===== config.mk =====
export PLATFORM = sky130hd
export DESIGN_NAME = hazard_ctrl
export DESIGN_NICKNAME = d
export VERILOG_FILES = /design/src/rtl/hazard_ctrl.sv
export SDC_FILE = /design/constraint.sdc
export NUM_CORES = 1
export LEC_CHECK = 0
export BUFFER_PORTS_ARGS = -buffer_cell sky130_fd_sc_hd__buf_2
export CORE_ASPECT_RATIO = 1.1
export CORE_UTILIZATION = 46
export CTS_CLUSTER_DIAMETER = 120
export DETAILED_ROUTE_END_ITERATION = 10
export PLACE_DENSITY = 0.87
export SLEW_MARGIN = 20
export SYNTH_ARGS = -nofsm -noshare
export SYNTH_HDL_FRONTEND = slang
export SYNTH_SLANG_ARGS = --single-unit

===== constraint.sdc =====
create_clock -name clk -period 2.5 [get_ports clk]
set_clock_uncertainty 0.2 [all_clocks]
set_input_delay 0.75 -clock clk [delete_from_list [all_inputs] [get_ports clk]]
set_output_delay 0.75 -clock clk [all_outputs]
set_load 0.01 [all_outputs]

===== src/rtl/hazard_ctrl.sv =====
// Hazard and forwarding controller for the 5-stage RV32I pipeline: EX forwarding
// selects, pipeline-register enables, bubble/flush, freeze/halt FSM and perf counters.
module hazard_ctrl #(
   parameter int CNT_W = 32
) (
   input  logic             clk,
   input  logic             rst,
   input  logic [4:0]       ID_rs1_i,
   input  logic [4:0]       ID_rs2_i,
   input  logic [4:0]       EX_rs1_i,
   input  logic [4:0]       EX_rs2_i,
   input  logic [4:0]       EX_rd_i,
   input  logic             EX_mem_read_i,
   input  logic             EX_is_br_i,
   input  logic             EX_br_en_i,
   input  logic             EX_br_pred_i,
   input  logic [4:0]       MEM_rd_i,
   input  logic             MEM_load_regfile_i,
   input  logic [4:0]       WB_rd_i,
   input  logic             WB_load_regfile_i,
   input  logic             WB_halt_en_i,
   input  logic             imem_busy_i,
   input  logic             dmem_busy_i,
   output logic [1:0]       EX_forwardA_o,
   output logic [1:0]       EX_forwardB_o,
   output logic             load_pc_o,
   output logic             load_if_id_o,
   output logic             load_id_ex_o,
   output logic             load_ex_mem_o,
   output logic             load_mem_wb_o,
   output logic             bubble_id_ex_o,
   output logic             flush_if_id_o,
   output logic             halted_o,
   output logic [CNT_W-1:0] stall_cnt_o,
   output logic [CNT_W-1:0] flush_cnt_o,
   output logic [1:0]       state_dbg_o
);

   localparam logic [1:0] FWD_ID_EX  = 2'b00;
   localparam logic [1:0] FWD_EX_MEM = 2'b01;
   localparam logic [1:0] FWD_MEM_WB = 2'b10;

   // Debug encoding on state_dbg_o: RUN=0, FREEZE=1, HALT=2.
   typedef enum logic [1:0] {
      ST_RUN    = 2'd0,
      ST_FREEZE = 2'd1,
      ST_HALT   = 2'd2
   } state_t;

   state_t           state_q, state_d, state_eff;
   logic [CNT_W-1:0] stall_cnt_q, stall_cnt_d;
   logic [CNT_W-1:0] flush_cnt_q, flush_cnt_d;
   logic [4:0]       loads;
   logic             stall_inc, flush_inc;
   logic             busy, mispred, load_use;

   function automatic logic [1:0] fwd_sel(input logic [4:0] rs);
      if (MEM_load_regfile_i && (MEM_rd_i != 5'd0) && (MEM_rd_i == rs))
         return FWD_EX_MEM;
      else if (WB_load_regfile_i && (WB_rd_i != 5'd0) && (WB_rd_i == rs))
         return FWD_MEM_WB;
      else
         return FWD_ID_EX;
   endfunction

   assign EX_forwardA_o = fwd_sel(EX_rs1_i);
   assign EX_forwardB_o = fwd_sel(EX_rs2_i);

   assign busy     = imem_busy_i | dmem_busy_i;
   assign mispred  = EX_is_br_i && (EX_br_en_i != EX_br_pred_i);
   assign load_use = EX_mem_read_i && (EX_rd_i != 5'd0) &&
                     ((EX_rd_i == ID_rs1_i) || (EX_rd_i == ID_rs2_i));

   // While reset is asserted the outputs behave as RUN regardless of the stored state.
   assign state_eff = rst ? state_q : ST_RUN;

   always_comb begin
      loads          = 5'b00000;
      bubble_id_ex_o = 1'b0;
      flush_if_id_o  = 1'b0;
      stall_inc      = 1'b0;
      flush_inc      = 1'b0;
      state_d        = state_eff;
      case (state_eff)
         ST_RUN, ST_FREEZE: begin
            if (busy) begin
               stall_inc = 1'b1;
               state_d   = ST_FREEZE;
            end else begin
               // A mispredict flushes the ID instruction, so it outranks load-use.
               if (mispred) begin
                  loads          = 5'b11111;
                  flush_if_id_o  = 1'b1;
                  bubble_id_ex_o = 1'b1;
                  flush_inc      = 1'b1;
               end else if (load_use) begin
                  loads          = 5'b00111;
                  bubble_id_ex_o = 1'b1;
                  stall_inc      = 1'b1;
               end else begin
                  loads = 5'b11111;
               end
               state_d = WB_halt_en_i ? ST_HALT : ST_RUN;
            end
         end
         default: state_d = ST_HALT;
      endcase
   end

   assign {load_pc_o, load_if_id_o, load_id_ex_o, load_ex_mem_o, load_mem_wb_o} = loads;

   assign stall_cnt_d = (stall_inc && (stall_cnt_q != '1)) ? stall_cnt_q + 1'b1 : stall_cnt_q;
   assign flush_cnt_d = (flush_inc && (flush_cnt_q != '1)) ? flush_cnt_q + 1'b1 : flush_cnt_q;

   always_ff @(posedge clk) begin
      if (!rst) begin
         state_q     <= ST_RUN;
         stall_cnt_q <= '0;
         flush_cnt_q <= '0;
      end else begin
         state_q     <= state_d;
         stall_cnt_q <= stall_cnt_d;
         flush_cnt_q <= flush_cnt_d;
      end
   end

   assign halted_o    = (state_eff == ST_HALT);
   assign stall_cnt_o = stall_cnt_q;
   assign flush_cnt_o = flush_cnt_q;
   assign state_dbg_o = state_q;

endmodule


Word level (Yosys, flattened, before mapping)
Index checks and enable logic that the tools add are counted.
{ "totals": {"register_bits": 66, "inputBits": 46, "output_inout_bits": 78, "word_cells": 58} }
{ "classes": {"add_sub_neg": 2, "eq_ne": 11, "n_mux": 22, "bitwise": 1, "n_reduce_logical": 18} }
{ "op_table": {"columns": ["operator", "n"], "rows": [
  ["32-bit by 1-bit adder with 32-bit output, second input constant", 2],
  ["32-bit inequality test, second input constant", 2],
  ["5-bit equality test", 6],
  ["5-bit 2-to-1 mux", 4],
  ["2-bit 2-to-1 mux", 8],
  ["5-bit nonzero test", 3],
  ["1-bit logical AND", 11],
  ["1-bit 2-to-1 mux", 10],
  ["2-bit by 1-bit equality test with 1-bit output, second input constant", 1],
  ["2-bit equality test, second input constant", 1],
  ["2-bit logical NOT", 1],
  ["2-bit AND reduction", 1],
  ["2-bit OR reduction", 1],
  ["1-bit logical OR", 1],
  ["1-bit inequality test", 1],
  ["1-bit OR", 1]
]} }

Logic depth before layout (Yosys ltp)
{ "logic_depth": {"ltp_word": 8, "depth_mapped": 9, "ltp_nobuf": 7} }

Worst setup path after synthesis
Ideal clock, no wire load.
{ "synth_timing": {"path_kind": "input to output", "from": "input MEM_rd_i[1]", "to": "output EX_forwardA_o[1]", "arrival_time_ns": 2.043, "slack_ns": -0.493, "path_stages": 4, "path_cell_list": "or4_1 -> o21ai_0 -> nor4_1 -> nor4_1"} }
{ "synth_via": {"elab_chain_len": 4, "word_cells_on_any_way": 5} }
{ "synth_rtl": {"columns": ["item", "line", "source"], "rows": [
  ["start: declaration", "17", "input logic [4:0] MEM_rd_i,"],
  ["5-bit nonzero test", "58", "if (MEM_load_regfile_i && (MEM_rd_i != 5'd0) && (MEM_rd_i == rs))"],
  ["1-bit logical AND", "58", null],
  ["1-bit logical AND *", "58", null],
  ["2-bit 2-to-1 mux *", "58", null],
  ["end: declaration", "24", "output logic [1:0] EX_forwardA_o,"]
]} }
Mark *: on every way between the ends. The rest lies on a longest branch, timed or not.

Worst setup path in the final report
{ "layout_timing": {"from": "input WB_rd_i[4]", "to": "output EX_forwardB_o[1]"} }
{ "layout_via": {"elab_chain_len": 5, "word_cells_on_any_way": 6} }
{ "layout_rtl": {"columns": ["item", "line", "source"], "rows": [
  ["start: declaration", "19", "input logic [4:0] WB_rd_i,"],
  ["5-bit nonzero test", "60", "else if (WB_load_regfile_i && (WB_rd_i != 5'd0) && (WB_rd_i == rs))"],
  ["1-bit logical AND", "60", null],
  ["1-bit logical AND *", "60", null],
  ["2-bit 2-to-1 mux *", "60", null],
  ["2-bit 2-to-1 mux *", "58", null],
  ["end: declaration", "25", "output logic [1:0] EX_forwardB_o,"]
]} }
Marked as above.

==> metrics.cfg <==
[outcome]
violations = setup timing
status = finished, violations left

[power_and_ir_drop]
sw_frac_of_total = 0.250
clock_power_share = 0.438
ir_drop_uv = 357
power_mw = 2.52
p_leak_nw = 2.23
intPower_mw = 1.89
p_sw_mw = 0.631
p_comb_frac = 0.139
p_seq_frac = 0.424
powerDensity_mw_per_mm2 = 475

[yosys]
synth_edf_count = 0
seq_area_frac_synth = 0.354
synth.net_count = 508
netlist_area_mm2 = 0.00373
synth-seq-cells = 66
syn-instance-count = 460
async_reset_ff_frac = 0
yosysWarnings = 0
synth_top_cell_area_share = 0.354
ys.flop_type = dfxtp_1
synth_largest_area_cell = dfxtp_1
synth_top_cells_by_area = dfxtp_1, xnor2_1, xor2_1
avgSynthCellArea_um2 = 8.11
synth_cell_type_count = 42

[sta]
relSlewSlack = 0.715
fin_crit_ns = 2.97
rsz0062_at_grt = yes
final.setup.worst_slack_ns = -0.472
finalMaxSlewViolations = 0
fmax_mhz = 337
setup_viol = 9
final-hold-violation-count = 0
fin_crit_sh = 1.19
worst_pin_slew_ns = 0.424

[clock_network]
numCtsBuffers = 9
clk_path_buf_depth = 2
cts_tree = done
h-tree-depth = 3
clk_latency_ns = 0.34
ctsHoldBuffers = 0
clock_sinks = 66
path_clk_slew_ns = 0.07
clockRootBuffer = clkbuf_8

[placed_design]
gp_congestion = 0.883
dp_hpwl_um = 7670
place_area_mm2 = 0.00477
dp_slack_ns = -0.526
place_inst = 714
port-buffer-count = 123

[finish]
layout.cells.non_filler = 738
antennaDiodeCount = 0
syn_to_final_growth_pct = 42.6
finalInstanceArea_mm2 = 0.00532
nets = 673
final_util = 0.675
drive_above_1_share = 0.363

[global_routing]
grt_max_degree = 32
grt_use_total = 0.250
antenna_found_initial = 0
grt_overflow = 0
grt_pass1_wl_um = 16800
grt_pass1_vias = 3797

[worst_setup_path]
path_cells = buf_6, or4_4, o21ai_2, or4_4, nor4_4, buf_2
slowest_delay_ns = 0.55
cp.required_ns = 1.55
cp_slowest_cell = or4_4
crit_type = input port to output pin
crit_fanout = 3
reg2reg_slack_ns = 0.04
cp-end-kind = output pin
cp_common_cell = or4_4
cp.arrival_ns = 2.02
critPathBufInv = 2
cp-start-kind = input port
path_delay_family = simple AND/OR/NAND/NOR gates

[floorplan]
die_width_um = 87.8
die_y_um = 96.4
boundaryPins = 124
start_util = 0.474
num_rows = 34
dieArea_mm2 = 0.00847
fp.coreArea_mm2 = 0.00787

[detailed_routing]
num_vias = 4295
wl_per_cell_um = 15.6
drcViolationCount = 0
drtIter0Drc = 296
routed_wirelength_um = 11500
ant_nets = 0
first_pass_iters = 7
vias_per_cell = 5.82

[hold_path]
hold_class = register to register

[job]
timing.max_cap.violations = 0

per-stage QoR:
step	hold slack, ns	setup TNS (ns)
4_1_cts	0.301	-2.44
2_1_floorplan	0.298	-2.52
3_3_place_gp	0.268	-11.89
6_report	0.300	-2.55
5_1_grt	0.309	-3.26
3_5_place_dp	0.290	-14.80
repair_timing:
| action | 4_1_cts | 5_1_grt |
|---|---|---|
| gates resized for setup | 36 | 14 |
| cloned | 0 | 2 |
| pin swaps | 8 | 11 |
| endpoints found under the setup margin | 20 | 42 |
| buffers inserted | 1 | 5 |
path summary, 6_finish.rpt:
| check | depth (start not counted) | start | endpoint |
|---|---|---|---|
| setup / recovery | 6 | WB_rd_i[4] | EX_forwardB_o[1] |
| hold / removal | 2 | stall_cnt_o[30] | stall_cnt_o[30] |
| setup reg to reg | 8 | stall_cnt_o[0] | stall_cnt_o[14] |
| hold reg to reg | 2 | stall_cnt_o[30] | stall_cnt_o[30] |
power by group through the flow:
stage	clock, mW	combinational, mW	sequential, mW
floorplan	0	0.157	1.10
global placement	0	0.273	1.09
detailed placement	0	0.285	1.09
CTS	1.12	0.317	1.07
global route	1.16	0.376	1.07
finish	1.10	0.350	1.07
registers in the layout, indices dropped and copies added, names as in the netlist:
signal       flops
flush_cnt_o     32
stall_cnt_o     32
state_dbg_o      2
synthesized netlist by cell type (2+ instances only):
cell type   n
a21oi_1    31
inv_1       8
clkbuf_1   12
nor2_1     36
and2_1      5
dfxtp_1    66
buf_2       4
o31ai_1    11
xor2_1     28
or3_1      18
o21a_1      3
or3_2       2
and3_1     16
buf_4       7
nor3_1     13
nand2b_1    5
ha_1        2
nor4_1     10
nand4b_1    2
nand2_1    31
nand3_1    33
or4_1      15
nand4_1    25
o31a_1      2
xnor2_1    30
and4_1      4
nand3_2     2
o21ai_0    20
mux2i_1     6
layer usage:
metal,track usage,part of all wire,routed length [µm]
met1,0.290,0.40,4630
met2,0.443,0.51,5840
met3,0.0535,0.067,774
met4,0.112,0.023,266
met5,0,0,0
worst register-to-register path, cell delays in order, from the launching register on:
cell and delay (ns):
dfxtp_1 0.40, ha_1 0.21, nand3_1 0.08, nor3_1 0.40, nand4b_1 0.38, nand3_4 0.27, buf_4 0.16, o31ai_1 0.08
a21oi_1 0.20
area by class of cell:
class | instances | area (µm²)
fillers | 610 | 2550
multi-input cells | 364 | 2480
flip-flops and latches | 66 | 1320
repair buffers | 176 | 1100
well taps | 108 | 135
clock buffers | 10 | 128
clock inverters | 6 | 115
inverters | 8 | 30.0
logic make-up after synthesis:
group	synth area share
flip-flops	0.354
AO/OA/AOI/OAI	0.111
adder cells (fa/ha/maj)	0.00671
XOR/XNOR	0.136
buffers and inverters	0.0406
AND/OR/NAND/NOR	0.335
multiplexers	0.0161
placed cells by master, fill, tap and decap left out, types with 3 or more instances in the layout:
master       n
buf_4       50
a21oi_1     30
xor2_1      27
buf_2      113
and2_1       5
o21ai_1     11
bufinv_16    3
mux2i_1      6
or4_4        6
dfxtp_1     64
o31ai_1     11
or3_1       18
buf_6       10
buf_8        3
o21ai_0      7
nand3_4      3
inv_1        8
and4_1       3
xnor2_1     28
nand2_1     29
nor4_1       5
nand3_1     33
clkbuf_8     9
and3_1      16
nor4_4       3
or4_1       10
nand4_1     25
nand2b_1     5
nor3_1      12
nor2_1      35
No activity file was read; power rests on OpenSTA's default activity.
